### config.mk
export PLATFORM = sky130hd
export DESIGN_NAME = uart_block_packer
export DESIGN_NICKNAME = d
export VERILOG_FILES = /design/src/rtl/macguffin_pkg.sv /design/src/rtl/uart_block_packer_idle_timer.sv /design/src/rtl/uart_block_packer.sv
export SDC_FILE = /design/constraint.sdc
export NUM_CORES = 1
export LEC_CHECK = 0
export CAP_MARGIN = 40
export CELL_PAD_IN_SITES_DETAIL_PLACEMENT = 1
export CELL_PAD_IN_SITES_GLOBAL_PLACEMENT = 2
export CORE_MARGIN = 5
export CORE_UTILIZATION = 41
export CTS_BUF_LIST = sky130_fd_sc_hd__clkbuf_2
export CTS_CLUSTER_SIZE = 24
export DETAILED_ROUTE_END_ITERATION = 8
export PLACE_DENSITY_LB_ADDON = 0.1
export SYNTH_ARGS = -nofsm -noshare
export SYNTH_HDL_FRONTEND = slang
export SYNTH_SLANG_ARGS = --single-unit
export TNS_END_PERCENT = 50
### constraint.sdc
create_clock -name clk -period 15.38 [get_ports clk]
set_clock_uncertainty 0.15 [all_clocks]
set_input_delay 3.845 -clock clk [delete_from_list [all_inputs] [get_ports clk]]
set_output_delay 3.845 -clock clk [all_outputs]
set_load 0.05 [all_outputs]
### src/rtl/macguffin_pkg.sv
`default_nettype none
// ============================================================================
// Module      : macguffin_pkg
// Description : Shared constants, packer state encoding and byte-slot helper
//               for the MacGuffin receive path.
// Revision    : 1.0 - initial release
// ============================================================================
package macguffin_pkg;

    localparam int BLOCK_W         = 64;
    localparam int BYTE_W          = 8;
    localparam int BYTES_PER_BLOCK = 8;

    typedef enum logic [1:0] {
        EMPTY = 2'd0,
        FILL  = 2'd1,
        FULL  = 2'd2
    } packer_state_t;

    // LSB position of byte slot k inside a block.
    function automatic int slot_lsb(input int k, input bit msb_first);
        return msb_first ? (BYTES_PER_BLOCK - 1 - k) * BYTE_W : k * BYTE_W;
    endfunction

endpackage
`default_nettype wire

### src/rtl/uart_block_packer_idle_timer.sv
`default_nettype none
// ============================================================================
// Module      : idle_timer
// Description : Inter-byte idle counter; expired is asserted combinationally
//               in the cycle the count reaches TIMEOUT_CYCLES-1 while enabled.
// Revision    : 1.0 - initial release
// ============================================================================
module idle_timer #(
    parameter int TIMEOUT_CYCLES = 86_800
) (
    input  logic clk,
    input  logic rst,
    input  logic clear,
    input  logic enable,
    output logic expired
);

    localparam int                 c_CNT_W = (TIMEOUT_CYCLES > 2) ? $clog2(TIMEOUT_CYCLES) : 1;
    localparam logic [c_CNT_W-1:0] c_LAST  = c_CNT_W'(TIMEOUT_CYCLES - 1);
    localparam logic [c_CNT_W-1:0] c_ONE   = c_CNT_W'(1);

    logic [c_CNT_W-1:0] r_cnt;

    assign expired = enable && (r_cnt == c_LAST);

    always_ff @(posedge clk or posedge rst) begin
        if (rst) begin
            r_cnt <= '0;
        end else if (clear || expired) begin
            r_cnt <= '0;
        end else if (enable) begin
            r_cnt <= r_cnt + c_ONE;
        end
    end

endmodule
`default_nettype wire

### src/rtl/uart_block_packer.sv
`default_nettype none
// ============================================================================
// Module      : uart_block_packer
// Description : Packs 8 UART bytes into a 64-bit AXI-Stream block; partial
//               blocks are discarded or zero-padded after an idle timeout.
// Revision    : 1.0 - initial release
// ============================================================================
module uart_block_packer
    import macguffin_pkg::*;
#(
    parameter int TIMEOUT_CYCLES = 86_800,
    parameter int PAD_MODE       = 0,
    parameter int MSB_FIRST      = 1
) (
    input  logic               clk,
    input  logic               rst,
    input  logic [BYTE_W-1:0]  s_axis_tdata,
    input  logic               s_axis_tvalid,
    output logic               s_axis_tready,
    output logic [BLOCK_W-1:0] m_axis_tdata,
    output logic               m_axis_tvalid,
    input  logic               m_axis_tready,
    output logic               m_axis_tlast,
    output logic [15:0]        drop_count,
    output logic [3:0]         fill_level
);

    localparam logic [3:0]  c_FULL_CNT  = 4'(BYTES_PER_BLOCK);
    localparam logic [3:0]  c_LAST_SLOT = 4'(BYTES_PER_BLOCK - 1);
    localparam logic [15:0] c_DROP_MAX  = 16'hFFFF;

    packer_state_t      r_state, w_state_next;
    logic [3:0]         r_count, w_count_next;
    logic [BLOCK_W-1:0] r_acc, w_acc_next, w_merged;
    logic [BLOCK_W-1:0] r_out, w_out_next;
    logic               r_out_valid, w_out_valid_next;
    logic [15:0]        r_drop, w_drop_next;
    logic               w_byte_hs, w_out_free, w_expired, w_timer_clear;

    assign s_axis_tready = !rst && (r_count < c_FULL_CNT);
    assign w_byte_hs     = s_axis_tvalid && s_axis_tready;
    assign w_out_free    = !r_out_valid || m_axis_tready;
    assign w_timer_clear = w_byte_hs || (r_state != FILL);

    idle_timer #(
        .TIMEOUT_CYCLES (TIMEOUT_CYCLES)
    ) u_idle_timer (
        .clk     (clk),
        .rst     (rst),
        .clear   (w_timer_clear),
        .enable  (r_state == FILL),
        .expired (w_expired)
    );

    // Unwritten slots are kept at zero, so padding only needs to advance the count.
    always_comb begin
        w_merged = r_acc;
        for (int k = 0; k < BYTES_PER_BLOCK; k++) begin
            if (r_count == 4'(k)) begin
                w_merged[slot_lsb(k, MSB_FIRST != 0) +: BYTE_W] = s_axis_tdata;
            end
        end
    end

    always_comb begin
        w_state_next     = r_state;
        w_count_next     = r_count;
        w_acc_next       = r_acc;
        w_out_next       = r_out;
        w_out_valid_next = r_out_valid && !m_axis_tready;
        w_drop_next      = r_drop;
        case (r_state)
            EMPTY: begin
                if (w_byte_hs) begin
                    w_acc_next   = w_merged;
                    w_count_next = r_count + 4'd1;
                    w_state_next = FILL;
                end
            end
            FILL: begin
                if (w_byte_hs) begin
                    if (r_count == c_LAST_SLOT && w_out_free) begin
                        // Final byte bypasses FULL straight into the output register.
                        w_out_next       = w_merged;
                        w_out_valid_next = 1'b1;
                        w_acc_next       = '0;
                        w_count_next     = '0;
                        w_state_next     = EMPTY;
                    end else begin
                        w_acc_next   = w_merged;
                        w_count_next = r_count + 4'd1;
                        if (r_count == c_LAST_SLOT) begin
                            w_state_next = FULL;
                        end
                    end
                end else if (w_expired) begin
                    if (PAD_MODE != 0) begin
                        w_count_next = c_FULL_CNT;
                        w_state_next = FULL;
                    end else begin
                        w_acc_next   = '0;
                        w_count_next = '0;
                        w_state_next = EMPTY;
                        if (r_drop != c_DROP_MAX) begin
                            w_drop_next = r_drop + 16'd1;
                        end
                    end
                end
            end
            FULL: begin
                if (w_out_free) begin
                    w_out_next       = r_acc;
                    w_out_valid_next = 1'b1;
                    w_acc_next       = '0;
                    w_count_next     = '0;
                    w_state_next     = EMPTY;
                end
            end
            default: begin
                w_acc_next   = '0;
                w_count_next = '0;
                w_state_next = EMPTY;
            end
        endcase
    end

    always_ff @(posedge clk or posedge rst) begin
        if (rst) begin
            r_state     <= EMPTY;
            r_count     <= '0;
            r_acc       <= '0;
            r_out       <= '0;
            r_out_valid <= 1'b0;
            r_drop      <= '0;
        end else begin
            r_state     <= w_state_next;
            r_count     <= w_count_next;
            r_acc       <= w_acc_next;
            r_out       <= w_out_next;
            r_out_valid <= w_out_valid_next;
            r_drop      <= w_drop_next;
        end
    end

    assign m_axis_tdata  = r_out;
    assign m_axis_tvalid = r_out_valid;
    assign m_axis_tlast  = 1'b1;
    assign drop_count    = r_drop;
    assign fill_level    = r_count;

endmodule
`default_nettype wire
After elaboration in Yosys (flattened, before gate mapping)
Cells that the tools add are included.
{ "op_classes": {"add_sub_neg": 3, "n_lt_le_gt_ge": 1, "eq_ne": 18, "mux": 37, "bitwise_logic": 1, "n_reduce_logical": 19} }
{ "op_table": {"columns": ["op", "count"], "rows": [
  ["two-way mux 64 bit", 8],
  ["one-hot mux 64 bit (3 select lines)", 1],
  ["one-hot mux 64 bit (2 select lines)", 1],
  ["two-way mux 8 bit", 8],
  ["two-way mux 17 bit", 2],
  ["two-way mux 4 bit", 5],
  ["adder 17 x 1 -> 17 bit (second input constant)", 1],
  ["equality test 17 bit (second input constant)", 1],
  ["adder 16 x 1 -> 16 bit (second input constant)", 1],
  ["equality test 4 x 3 -> 1 bit (second input constant)", 4],
  ["inequality test 16 bit (second input constant)", 1],
  ["two-way mux 2 bit", 6],
  ["one-hot mux 4 bit (3 select lines)", 1],
  ["AND reduction 4 bit", 3],
  ["equality test 4 x 2 -> 1 bit (second input constant)", 2],
  ["inequality test 2 bit (second input constant)", 4],
  ["one-hot mux 2 bit (3 select lines)", 1],
  ["logical AND 1 bit", 5],
  ["adder 4 x 1 -> 4 bit (second input constant)", 1],
  ["equality test 4 x 1 -> 1 bit (second input constant)", 1],
  ["logical NOT 4 bit", 1],
  ["less-than comparator 4 bit (second input constant)", 1],
  ["inequality test 4 bit (second input constant)", 1],
  ["nonzero test 2 bit", 2],
  ["other kinds (11)", 17]
]} }
{ "word_totals": {"regBits": 168, "output_inout_bits": 87} }

Longest topological paths before layout
{ "logic_depth": {"word_depth": 6, "ltp_mapped": 9, "mapped_depth_nobuf": 7} }

Modules after synthesis
Synthesis repeated with hierarchy kept, for this count alone.
{ "hier_totals": {"hier_cells": 673, "area_unflattened_um2": 7673.6} }
{ "by_module_without_submodules": {"columns": ["mod", "n_inst", "cells_per_inst", "area_each_um2", "seq_area_each_um2"], "rows": [
  ["uart_block_packer", 1, 575, 6711.4, 3778.6],
  ["idle_timer", 1, 98, 962.2, 425.4]
]} }

Least setup slack after synthesis
No wires, ideal clock.
{ "synth_path": {"path_type": "input to output", "startpoint": "in rst", "endpoint": "out s_axis_tready", "arrival_ns": 4.499, "required_ns": 11.385, "path_slack_ns": 6.886, "path_stages": 1, "path_cell_list": "nor2_1"} }
{ "synth_via": {"elab_chain_len": 2} }
{ "synth_lines": {"columns": ["element", "line", "text"], "rows": [
  ["start, declared", "uart_block_packer.sv:16", "input logic rst,"],
  ["logical NOT 1 bit (no line)", null, null],
  ["logical AND 1 bit", "uart_block_packer.sv:40", "assign s_axis_tready = !rst && (r_count < c_FULL_CNT);"],
  ["end, declared", "uart_block_packer.sv:19", "output logic s_axis_tready,"]
]} }
No other way between the ends.

Worst setup path in the final report
Same ends and word-level chain as after synthesis.

==> results.sh <==
export IMPL_power_static_leakage_nw=3.77
export IMPL_timing_fmax_mhz=107
export IMPL_setup_reg_to_reg_worst_slack_ns=12.10
export IMPL_yosysSeqAreaShare_pct=56.2
export IMPL_chipHeight_um=145
export IMPL_finalSetupViolations=0
export IMPL_grt_max_degree=91
export IMPL_hold_path_class="flip-flop to flip-flop"
export IMPL_run_status="finished, final reports clean"
export IMPL_layout_nets=776
export IMPL_placedCellCount=962
export IMPL_synth_ff_type="dfrtp_1"
export IMPL_clkSinkCount=168
export IMPL_wl_per_instance_um=20.9
export IMPL_wl_mm=20.8
export IMPL_postSynth_asyncResetShare_pct=100
export IMPL_numCtsBuffers=17
export IMPL_place_worst_setup_slack_ns=6.04
export IMPL_worstPathRequired_ns=11.39
export IMPL_worstSetupStartpointType="primary input"
export IMPL_placement_rows=49
export IMPL_grt_pass1_wl_mm=34.2
export IMPL_dpl_instance_area_um2=8650
export IMPL_tritoncts_clock_tree="built"
export IMPL_period_minus_slack_ns=9.33
export IMPL_cts_root_buffer="clkbuf_2"
export IMPL_synth_enable_flop_cells=0
export IMPL_synth_cells=664
export IMPL_detailed_route_drc_error_count=0
export IMPL_synth_fp_nets=685
export IMPL_crit_fanout=4
export IMPL_critical_path_slowest_cell="clkdlybuf4s50_1"
export IMPL_area_growth_from_synthesis_to_layout_pct=19.1
export IMPL_cap_viol_max_count=0
export IMPL_synth_yosys_warnings=0
export IMPL_min_delay_path_depth=1
export IMPL_antenna_found_initial=1
export IMPL_finalWeightedCongestion=0.755
export IMPL_min_to="u_idle_timer.r_cnt[0]$_DFFE_PP0P_"
export IMPL_worst_slack_ns=6.05
export IMPL_slew_violations=0
export IMPL_fp_dieW_um=145
export IMPL_hpwl_mm=13.6
export IMPL_setup_repair_after_global_routing_missed_its_margin="no"
export IMPL_totalNegativeSetupSlack_ns=0
export IMPL_synthesis_area_per_instance_um2=11.3
export IMPL_buffer_ports_inserted=97
export IMPL_hp_start="u_idle_timer.r_cnt[0]$_DFFE_PP0P_"
export IMPL_worstSetupStartpoint="rst"
export IMPL_clk_pin_slew_ns=0.22
export IMPL_core_area_um2=18000
export IMPL_post_cts_hold_buffer_count=0
export IMPL_final_instance_count_excl_fill=997
export IMPL_post_drt_via_cell_ratio=5.47
export IMPL_drt_antenna_violating_nets=0
export IMPL_design_die_area_um2=21100
export IMPL_vdd_ir_drop_max_uv=59.3
export IMPL_globalRouteTotalUtil_pct=20.1
export IMPL_path_cells="clkdlybuf4s50_1 > nor2_1 > clkdlybuf4s50_1"
export IMPL_detailedRoute_firstIterationViolations=336
export IMPL_synth_seq_cells=168
export IMPL_max_stage_delay_ns=0.81
export IMPL_slew_limit_headroom_pct=39.4
export IMPL_fill_cells=1966
export IMPL_cts_resized=0
export IMPL_via_count_of_the_first_global_routing_pass=6091
export IMPL_cp_end_kind="output pin"
export IMPL_floorplan_initialDensity_pct=41.7
export IMPL_overflow=0
export IMPL_num_vias=5457
export IMPL_finalHoldWorstSlack_ns=0.359
export IMPL_power_density_nw_per_um2=139
export IMPL_critical_path_reg2reg_startpoint="u_idle_timer.r_cnt[4]$_DFFE_PP0P_"
export IMPL_clk_path_buf_depth=2
export IMPL_drt_pass1_iter_count=5
export IMPL_min_period_over_period_pct=60.6
export IMPL_layout_drive_gt1_share_pct=7.69
export IMPL_post_synth_num_cell_types=47
export IMPL_post_synth_top_area_fraction_pct=56.2
export IMPL_finalHoldViolCount=0
export IMPL_timing_critical_path_arrival_ns=5.33
export IMPL_top_level_ports=99
export IMPL_timing_worst_slew_pin_value_ns=0.907
export IMPL_ys_top_cells_by_count="dfrtp_1 (168), nor2_1 (93), a21oi_1 (69)"
export IMPL_design_area_um2=8910
export IMPL_synth_area_um2=7480
export IMPL_timing_worst_setup_path_type="primary input to output pin"
export IMPL_top_cells_by_area_in_the_synthesized_netlist="dfrtp_1 (56%), mux2i_1 (8.6%), o2bb2ai_1 (6.6%)"
export IMPL_reg2reg_to="r_acc[25]$_DFFE_PP0P_"
export IMPL_post_synth_top_area_cell="dfrtp_1"
export IMPL_post_cts_setup_buffer_count=0
export IMPL_clock_tree_htree_level_count=4
export IMPL_synthMostInstantiatedCell="dfrtp_1"
export IMPL_source_to_sink_clock_delay_at_the_later_pin_of_the_worst_skew_pair_ns=0.76
export IMPL_critical_path_top_cell_by_count="clkdlybuf4s50_1"
export IMPL_r2r_worst_path_cells=6
stage by stage:
| stage | power [mW] | util [%] |
|---|---|---|
| final | 1.24 | 49.6 |
| after global routing | 1.31 | 49.6 |
| after CTS | 1.25 | 49.5 |
| after detailed placement | 1.01 | 48.2 |
| after global placement | 0.991 | 47.9 |
| after floorplan | 0.856 | - |
kinds of logic (layout without fill, tap and decap cells):
group           after synthesis  in the layout  synth area share [%]
simple gates                188            188                  12.0
flops                       168            168                  56.2
compound gates              154            154                  14.9
mux                          66             66                  8.86
buf+inv                      49            152                  3.14
xor+xnor                     29             29                  3.39
fa+ha+maj                     9              9                  1.51
other cells                   1              2                0.0501
where the power goes:
| group | leakage, nW | total (mW) | internal, mW | switching (mW) |
|---|---|---|---|---|
| registers | 2.31 | 0.537 | 0.498 | 0.0388 |
| clock network | 0.149 | 0.243 | 0.0907 | 0.152 |
| logic | 1.31 | 0.463 | 0.154 | 0.308 |
worst max-delay path by stage:
stage | endpoint | slack, ns
2_1_floorplan | drop_count[0]$_DFFE_PP0P_ | 6.84
3_3_place_gp | s_axis_tready | 6.05
3_5_place_dp | s_axis_tready | 6.04
4_1_cts | s_axis_tready | 6.05
5_1_grt | s_axis_tready | 5.97
6_report | s_axis_tready | 6.05
state kept, by name, indices dropped and copies added, names as in the netlist:
signal / count
drop_count: 16
fill_level: 4
m_axis_tdata: 64
m_axis_tvalid: 1
r_acc: 64
r_state: 2
u_idle_timer.r_cnt: 17
worst max-delay path, delay by kind of cell:
kind	cells	cell delay, ns
buffers and inverters	2	1.33
AND/OR/NAND/NOR	1	0.15
placed cells by master (no fill, tap or decap), types with 10 or more instances in the layout:
cell type / n
xnor2_1: 19
nand2_1: 24
xor2_1: 10
mux2i_1: 64
a21oi_1: 68
clkdlybuf4s50_1: 97
nor2_1: 93
buf_4: 11
and2_1: 10
clkbuf_2: 21
o2bb2ai_1: 56
nand4_1: 10
nand3_1: 17
inv_1: 10
dfrtp_1: 168
cell type report:
class                   instances  area (µm²)  area share, %
flip-flops and latches        168        4200           47.2
multi-input cells             447        3050           34.3
inverters                      11        46.3          0.519
diodes                          1        2.50         0.0281
clock buffers                  21         105           1.18
clock inverters                10         129           1.45
repair buffers                110        1090           12.2
well taps                     229         287           3.21
metal layers:
layer  vias to the layer above  wire length (µm)  track usage [%]
li1                       2539                 -                -
met1                      2781              9930             28.2
met2                       111              9670             31.2
met3                        26               852             4.37
met4                         0               385             6.67
met5                         -                 0                0
Power figures use the tool's default switching activity.
